[src/rtl/i2c_target_pkg.sv]
// i2c_target_pkg: shared state type and constants for the I2C register target
package i2c_target_pkg;
  localparam int CNT_W = 4;
  localparam logic I2C_RW_WRITE = 1'b0;
  localparam logic I2C_RW_READ = 1'b1;
  typedef enum logic [3:0] {
    ST_IDLE,
    ST_ADDR,
    ST_ADDR_ACK,
    ST_PTR,
    ST_PTR_ACK,
    ST_WDATA,
    ST_WDATA_ACK,
    ST_RDATA,
    ST_RDATA_ACK
  } state_t;
endpackage

[src/rtl/i2c_line_monitor.sv]
// i2c_line_monitor: synchronizes SCL/SDA and flags SCL edges plus START/STOP conditions
module i2c_line_monitor (
  input  logic clk,
  input  logic rstp,
  input  logic Scl_i,
  input  logic Sda_i,
  output logic SclRise,
  output logic SclFall,
  output logic Start,
  output logic Stop,
  output logic SdaSync
);
  logic [2:0] r_scl, r_sda;
  logic w_scl_high;
  always_ff @(posedge clk) begin
    if (rstp) begin
      r_scl <= '1;
      r_sda <= '1;
    end else begin
      r_scl <= {r_scl[1:0], Scl_i};
      r_sda <= {r_sda[1:0], Sda_i};
    end
  end
  // stages 0/1 synchronize, stage 2 is the previous value for edge detection
  assign w_scl_high = r_scl[1] & r_scl[2];
  assign SclRise = r_scl[1] & ~r_scl[2];
  assign SclFall = ~r_scl[1] & r_scl[2];
  assign Start = w_scl_high & r_sda[2] & ~r_sda[1];
  assign Stop = w_scl_high & ~r_sda[2] & r_sda[1];
  assign SdaSync = r_sda[1];
endmodule

[src/rtl/i2c_target_regs.sv]
// i2c_target_regs: I2C target serving pointer-addressed byte writes and reads of a register file
module i2c_target_regs
  import i2c_target_pkg::*;
#(
  parameter logic [6:0] Address = 7'h20,
  parameter int NumRegs = 8,
  parameter logic [7:0] ResetValue = 8'h00,
  localparam int PtrW = $clog2(NumRegs)
) (
  input  logic                 clk,
  input  logic                 rstp,
  input  logic                 Scl_i,
  input  logic                 Sda_i,
  output logic                 SdaOe_o,
  output logic [NumRegs*8-1:0] Regs_ob,
  output logic                 WrStrobe_o,
  output logic [PtrW-1:0]      WrAddr_ob,
  output logic                 Busy_o
);
  state_t r_state;
  logic [CNT_W-1:0] r_cnt;
  logic [6:0] r_shift;
  logic [PtrW-1:0] r_ptr, r_waddr;
  logic [NumRegs-1:0][7:0] r_regs;
  logic r_oe, r_busy, r_wr, r_rw;
  logic w_rise, w_fall, w_start, w_stop, w_sda, w_last, w_match, w_load;
  logic [7:0] w_byte, w_rd;
  i2c_line_monitor u_mon (
    .clk(clk),
    .rstp(rstp),
    .Scl_i(Scl_i),
    .Sda_i(Sda_i),
    .SclRise(w_rise),
    .SclFall(w_fall),
    .Start(w_start),
    .Stop(w_stop),
    .SdaSync(w_sda)
  );
  assign w_byte = {r_shift, w_sda};
  assign w_rd = r_regs[r_ptr];
  assign w_last = r_cnt == CNT_W'(7);
  assign w_match = r_shift == Address;
  // read byte fetch happens on the SCL fall that closes an ACK slot
  assign w_load = w_fall & (r_state == ST_RDATA_ACK |
                  (r_state == ST_ADDR_ACK & r_oe & r_rw == I2C_RW_READ));
  always_ff @(posedge clk) begin
    if (rstp) begin
      r_state <= ST_IDLE;
      r_cnt <= '0;
      r_shift <= '0;
      r_ptr <= '0;
      r_regs <= {NumRegs{ResetValue}};
      r_oe <= 1'b0;
      r_busy <= 1'b0;
      r_wr <= 1'b0;
      r_waddr <= '0;
      r_rw <= 1'b0;
    end else begin
      r_wr <= 1'b0;
      if (w_start) begin
        r_state <= ST_ADDR;
        r_cnt <= '0;
        r_oe <= 1'b0;
        r_busy <= 1'b0;
      end else if (w_stop) begin
        r_state <= ST_IDLE;
        r_oe <= 1'b0;
        r_busy <= 1'b0;
      end else begin
        case (r_state)
          ST_ADDR: if (w_rise) begin
            r_shift <= w_byte[6:0];
            r_cnt <= r_cnt + 1'b1;
            if (w_last) begin
              r_rw <= w_sda;
              r_busy <= w_match;
              r_state <= w_match ? ST_ADDR_ACK : ST_IDLE;
            end
          end
          ST_PTR: if (w_rise) begin
            r_shift <= w_byte[6:0];
            r_cnt <= r_cnt + 1'b1;
            if (w_last) begin
              r_ptr <= w_byte[PtrW-1:0];
              r_state <= ST_PTR_ACK;
            end
          end
          ST_WDATA: if (w_rise) begin
            r_shift <= w_byte[6:0];
            r_cnt <= r_cnt + 1'b1;
            if (w_last) begin
              r_regs[r_ptr] <= w_byte;
              r_wr <= 1'b1;
              r_waddr <= r_ptr;
              r_ptr <= r_ptr + 1'b1;
              r_state <= ST_WDATA_ACK;
            end
          end
          // first fall starts driving ACK, second fall ends the slot
          ST_ADDR_ACK, ST_PTR_ACK, ST_WDATA_ACK: if (w_fall) begin
            r_oe <= ~r_oe;
            if (r_oe) begin
              r_cnt <= '0;
              r_state <= r_state == ST_ADDR_ACK ? ST_PTR : ST_WDATA;
            end
          end
          ST_RDATA: if (w_fall) begin
            if (r_cnt == CNT_W'(8)) begin
              r_oe <= 1'b0;
              r_state <= ST_RDATA_ACK;
            end else begin
              r_oe <= ~r_shift[6];
              r_shift <= {r_shift[5:0], 1'b0};
              r_cnt <= r_cnt + 1'b1;
            end
          end
          ST_RDATA_ACK: if (w_rise && w_sda) r_state <= ST_IDLE;
          default: ;
        endcase
        if (w_load) begin
          r_shift <= w_rd[6:0];
          r_oe <= ~w_rd[7];
          r_cnt <= CNT_W'(1);
          r_ptr <= r_ptr + 1'b1;
          r_state <= ST_RDATA;
        end
      end
    end
  end
  assign SdaOe_o = r_oe;
  assign Regs_ob = r_regs;
  assign WrStrobe_o = r_wr;
  assign WrAddr_ob = r_waddr;
  assign Busy_o = r_busy;
endmodule

[config.mk]
export PLATFORM = sky130hd
export DESIGN_NAME = i2c_target_regs
export DESIGN_NICKNAME = d
export VERILOG_FILES = /design/src/rtl/i2c_target_pkg.sv /design/src/rtl/i2c_line_monitor.sv /design/src/rtl/i2c_target_regs.sv
export SDC_FILE = /design/constraint.sdc
export NUM_CORES = 1
export LEC_CHECK = 0
export ABC_AREA = 1
export ABC_CLOCK_PERIOD_IN_PS = 2100
export BUFFER_PORTS_ARGS = -buffer_cell sky130_fd_sc_hd__buf_2
export CAP_MARGIN = 20
export CORE_MARGIN = 1.5
export CORE_UTILIZATION = 55
export DETAILED_ROUTE_END_ITERATION = 8
export GPL_ROUTABILITY_DRIVEN = 0
export PLACE_DENSITY = 0.77
export SYNTH_ARGS = -nofsm -noshare
export SYNTH_HDL_FRONTEND = slang
export SYNTH_SLANG_ARGS = --single-unit
[constraint.sdc]
create_clock -name clk -period 2.1 [get_ports clk]
set_input_delay 0.42 -clock clk [delete_from_list [all_inputs] [get_ports clk]]
set_output_delay 0.42 -clock clk [all_outputs]
set_load 0.01 [all_outputs]
# Word level (Yosys, flattened, before mapping)
# Index checks and enable logic that the tools add are counted.
# word_totals
latchBits,0
input_bits,4
out_inout_bits,70
reg_bits,95
mem_count,0
mem_bits_rw,0
wordCells,164
romBits,0
# op_classes
n_div,0
n_reduce_logical,25
addsub,2
bitwise,22
muxes,46
multipliers,0
n_eq_ne,46
magnitude_cmp,2
n_shift,0
# ops
op,count
4-bit 2-to-1 mux,17
64-bit bitwise mux,1
"5-bit by 3-bit != test with 1-bit output, second input constant",10
12-bit AND reduction,3
"3-bit != test, second input constant",11
7-bit 2-to-1 mux,4
8-bit binary-select mux with 3-bit select,1
8-bit demux with 3-bit select,1
4-bit case mux with 6 select lines,1
3-bit 2-to-1 mux,7
"4-bit by 3-bit == test with 1-bit output, second input constant",5
"2-bit != test, second input constant",10
8-bit 2-to-1 mux,2
7-bit case mux with 2 select lines,1
7-bit AND reduction,2
4-bit case mux with 3 select lines,1
1-bit NOT,11
1-bit AND,10
5-bit AND reduction,2
3-bit nonzero test,3
9-bit nonzero test,1
3-bit OR reduction,3
"4-bit by 2-bit == test with 1-bit output, second input constant",2
"4-bit == test, second input constant",2
other kinds (24),32

# Longest topological paths before layout
# logic_depth
ltp_word,8
ltp_mapped,11
ltp_nobuf,11

# By module
# Synthesis repeated with hierarchy kept, for this count alone.
# unflattened
cells_unflattened,625
area_unflattened_um2,4556.9
# by_module_without_submodules
module,seq_area_each_um2,cells_each,instances,area_each_um2
i2c_target_regs,1781.7,601,1,4359.2
i2c_line_monitor,120.1,24,1,197.7

# Least setup slack after synthesis
# No wires, ideal clock.
# synth_path
kind,register to register
start,register r_cnt[0]
end,register r_regs (netlist bit Regs_ob[13])
arrival_ns,1.467
setup_ns,0.116
required_ns,1.984
path_stages_with_launch,10
path_buffers,1
path_slack_ns,0.517
period_less_slack_ns,1.583
path_cell_list,dfxtp_1 > ha_1 > nand3_4 > nor2_4 > nand2_4 > nor2_8 > nand2_2 > buf_6 > o21ai_1 > a21oi_1
# synth_between
elab_chain_cells,2
# synth_lines
item,line,rtl
from (decl),i2c_target_regs.sv:21,logic [CNT_W-1:0] r_cnt;
from (signal assigned),i2c_target_regs.sv:73,r_cnt <= r_cnt + 1'b1;
from (signal assigned),i2c_target_regs.sv:82,r_cnt <= r_cnt + 1'b1;
from (signal assigned),i2c_target_regs.sv:90,r_cnt <= r_cnt + 1'b1;
4-bit by 3-bit == test with 1-bit output,i2c_target_regs.sv:41,assign w_last = r_cnt == CNT_W'(7);
5-bit AND reduction (no line),--,
to (signal assigned),i2c_target_regs.sv:52,r_regs <= {NumRegs{ResetValue}};
"to (signal, indexed assignment)",i2c_target_regs.sv:92,r_regs[r_ptr] <= w_byte;
to (decl),i2c_target_regs.sv:24,logic [NumRegs-1:0][7:0] r_regs;
# Every way passes these cells.
# A chain may end at the register's enable or synchronous reset.

# Final worst setup path
# layout_path
start,register r_state[3]
end,register r_shift[3]
# layout_between
elab_chain_cells,7
word_cells_on_any_way,18
cone_classes,eq/ne: 9; mux: 2; bitwise: 4; reduce/logical: 3
# layout_lines
item,line,rtl
from (decl),i2c_target_regs.sv:20,state_t r_state;
from (signal assigned),i2c_target_regs.sv:77,r_state <= w_match ? ST_ADDR_ACK : ST_IDLE;
from (signal assigned),i2c_target_regs.sv:104,r_state <= r_state == ST_ADDR_ACK ? ST_PTR : ST_WDATA;
4-bit by 2-bit == test with 1-bit output,i2c_target_regs.sv:45,(r_state == ST_ADDR_ACK & r_oe & r_rw == I2C_RW_READ));
1-bit AND (2 in series),i2c_target_regs.sv:45,
1-bit bitwise OR,i2c_target_regs.sv:44,assign w_load = w_fall & (r_state == ST_RDATA_ACK |
1-bit AND,i2c_target_regs.sv:44,
"3-bit != test (no line), or another cell as far along",--,
6-bit AND reduction (no line),--,
to (signal assigned),i2c_target_regs.sv:72,r_shift <= w_byte[6:0];
to (signal assigned),i2c_target_regs.sv:81,r_shift <= w_byte[6:0];
to (signal assigned),i2c_target_regs.sv:89,r_shift <= w_byte[6:0];
to (decl),i2c_target_regs.sv:22,logic [6:0] r_shift;
# Several ways; a longest one is shown, not always the timed one.

==> impl_metrics.ini <==
[place]
placed_area_mm2 = 0.00515
dp.cells = 829
preCtsSetupSlack_ns = 0.302
dp_hpwl_mm = 9.37
port_buffers = 73

[setup_path]
rr_endpoint = r_shift[3]
crit_required_ns = 2.40
worst-r2r-cell-count = 10
r2r-start = r_state[3]
path_max_fanout = 17
setup.worst_path.start_class = flip-flop
worstSetupPathType = flip-flop to flip-flop
reg2reg_slack_ns = 0.24
crit_arrival_ns = 2.16
cp-end-kind = flip-flop

[floorplan]
die_h_um = 96.3
ios = 74
fp.dieW_um = 96.3
rows = 33
die_area_mm2 = 0.00927
start_util_pct = 57.4
coreArea_mm2 = 0.00834

[yosys]
ys_ff_latch = 95
syn-num-nets = 682
synth_cell_type_count = 37
syn_inst = 675
syn_area_mm2 = 0.00478
syn_avg_cell_area_um2 = 7.09
synth-warning-count = 0
synth_seq_area_share_pct = 39.7

[power]
p_leak_nw = 2.47
seqPwrFrac_pct = 44.6
power.internal_mw = 2.95
power_mw = 4.81
clockPowerShare_pct = 25.7
switchingPower_mw = 1.86
irDropWorstVdd_mv = 0.590
switching_share_pct = 38.7
p_comb_share_pct = 29.7
power.density_mw_per_mm2 = 900

[hold_path]
holdPathEnd = u_mon.r_sda[0]
hp-class = primary input to flip-flop
min_from = Sda_i
hold_path_depth = 2

[finish]
antenna-diode-count = 0
multiInputGateArea_mm2 = 0.00228
final_cell_area_mm2 = 0.00535
final-seq-area_mm2 = 0.00190
drive_gt1_share_pct = 18.0
fin_nets = 742
fin_util_pct = 64.1
fillers = 788
syn2layout_area_growth_pct = 11.7
layout.cells.non_filler = 845

[timing]
fmax_ghz = 0.537
worst_pin_slew_ns = 0.570
final-setup-viol-count = 0
worst_slack_ns = 0.239
maxSlewViolCount = 0
whs_ns = 0.225
fin_crit_sh_pct = 88.6
clock_skew_ns = 0.00848
rsz0062_at_grt = no
tns_ns = 0
post-route-min-period_ns = 1.86
relSlewSlack_pct = 61.6
hold_viol_final = 0

[routing]
num_vias = 4675
postRouteAntennaNets = 0
wl_per_cell_um = 15.1
drt-total-wl_mm = 12.8
drt_iter0_drc = 268
drtPass1Iterations = 7
vias_per_cell = 5.53
drcViolationCount = 0

[global_routing]
grt_pass1_wl_mm = 20.2
grtUsageTotal_pct = 28.7
grt_max_degree = 79
grt_pass1_vias = 4141
overflow = 0
antenna_found_initial = 0

[flow_run]
max_cap_violations = 0

[run_status]
outcome = finished clean

[clocking]
cts_setup_buffers = 0
cts_max_level = 3
cts_made_buffers = 9
cts.clk_slew.worst_paths_ns = 0.09
cts_root_buf = clkbuf_8
clk_latency_ns = 0.37
cts_resized = 0
cts_sinks = 95
clockBufferDepth = 2
ctsHoldBuffers = 0
cts_tree = built
cell usage after synthesis (all sizes together):
cell type,number,share of area [%]
nand4,11,1.4
dfxtp,95,40
nand2,123,11
clkbuf,12,0.97
xor2,1,0.18
o21ai,101,11
buf,21,3.5
a21oi,80,8.4
nor2,65,6.4
nand3,22,2.8
or2,4,0.52
xnor2,1,0.18
nor3,2,0.21
nand3b,3,0.55
inv,103,8.1
a21boi,1,0.24
and3,1,0.13
nor3b,1,0.26
o211ai,23,3.6
nor4,1,0.13
clkinv,1,0.078
ha,3,0.78
cells by family (layout without fill, tap and decap cells):
group | after synthesis | in the layout | synth area share [%]
AO/OA/AOI/OAI | 205 | 205 | 22.9
buffers and inverters | 137 | 202 | 12.6
adder cells (fa/ha/maj) | 3 | 3 | 0.785
flip-flops | 95 | 95 | 39.7
AND/OR/NAND/NOR | 233 | 233 | 23.5
XOR/XNOR | 2 | 2 | 0.366
critical path: stages, from the launching register on:
cell,delay [ns]
dfxtp_1,0.44
inv_2,0.09
nor2_1,0.10
nand2_1,0.08
nand2_1,0.08
nand2_2,0.15
inv_1,0.40
o21ai_0,0.16
o21ai_0,0.11
nor2_1,0.06
nor2_1,0.12
flip-flops by register name, indices dropped and copies added, names as in the netlist:
signal / cells
Busy_o: 1
r_state: 4
r_rw: 1
u_mon.r_sda: 3
r_cnt: 4
u_mon.r_scl: 3
Regs_ob: 64
r_shift: 7
WrAddr_ob: 3
r_ptr: 3
WrStrobe_o: 1
SdaOe_o: 1
power groups by stage:
| stage | registers [mW] | logic [mW] | clock network [mW] |
|---|---|---|---|
| after floorplan | 2.03 | 1.21 | 0 |
| after global placement | 2.18 | 1.37 | 0 |
| after detailed placement | 2.18 | 1.40 | 0 |
| after CTS | 2.14 | 1.41 | 1.25 |
| after global routing | 2.16 | 1.62 | 1.32 |
| final | 2.15 | 1.43 | 1.24 |
per-layer routing:
layer	share of wire, %	global-route usage (%)	up-vias
li1	-	-	2314
met1	41	35.4	2102
met2	47	46.8	226
met3	8.0	7.03	33
met4	3.6	13.8	0
met5	0	0	-
area by class of cell:
cell class / count / area share (%)
clock buffers: 10 / 2.39
flip-flops and latches: 95 / 35.6
clock inverters: 6 / 1.29
repair buffers: 82 / 8.33
multi-input cells: 443 / 42.6
well taps: 105 / 2.46
inverters: 104 / 7.30
cell usage in the layout (no fill, tap or decap), types with 2 or more instances in the layout:
cell type   count
or2_2           4
o21ai_2         2
nor2_2          3
o21ai_1        10
nor3_1          2
nand3_2         2
nor2_4          3
inv_1         100
nand3b_1        2
ha_1            3
o21ai_0        89
nor2_8          2
inv_2           3
nand2_4         8
nand4_1        11
nand2_2         4
clkinvlp_4      3
nand2_1       111
nand3_1        19
nor2_1         57
buf_4           8
dfxtp_1        94
buf_2          73
o211ai_1       23
a21oi_1        80
clkbuf_8        9
worst max path at each step:
stage / start / end / slack, ns / cells after the start
6_report: r_state[3] / r_shift[3] / 0.24 / 10
3_5_place_dp: r_cnt[0] / Regs_ob[11] / 0.30 / 8
3_3_place_gp: r_ptr[0] / r_shift[0] / 0.38 / 8
2_1_floorplan: r_cnt[0] / Regs_ob[13] / 0.52 / 9
5_1_grt: r_state[3] / r_shift[3] / 0.10 / 10
4_1_cts: r_state[3] / r_shift[3] / 0.28 / 10
Power figures use the tool's default switching activity.
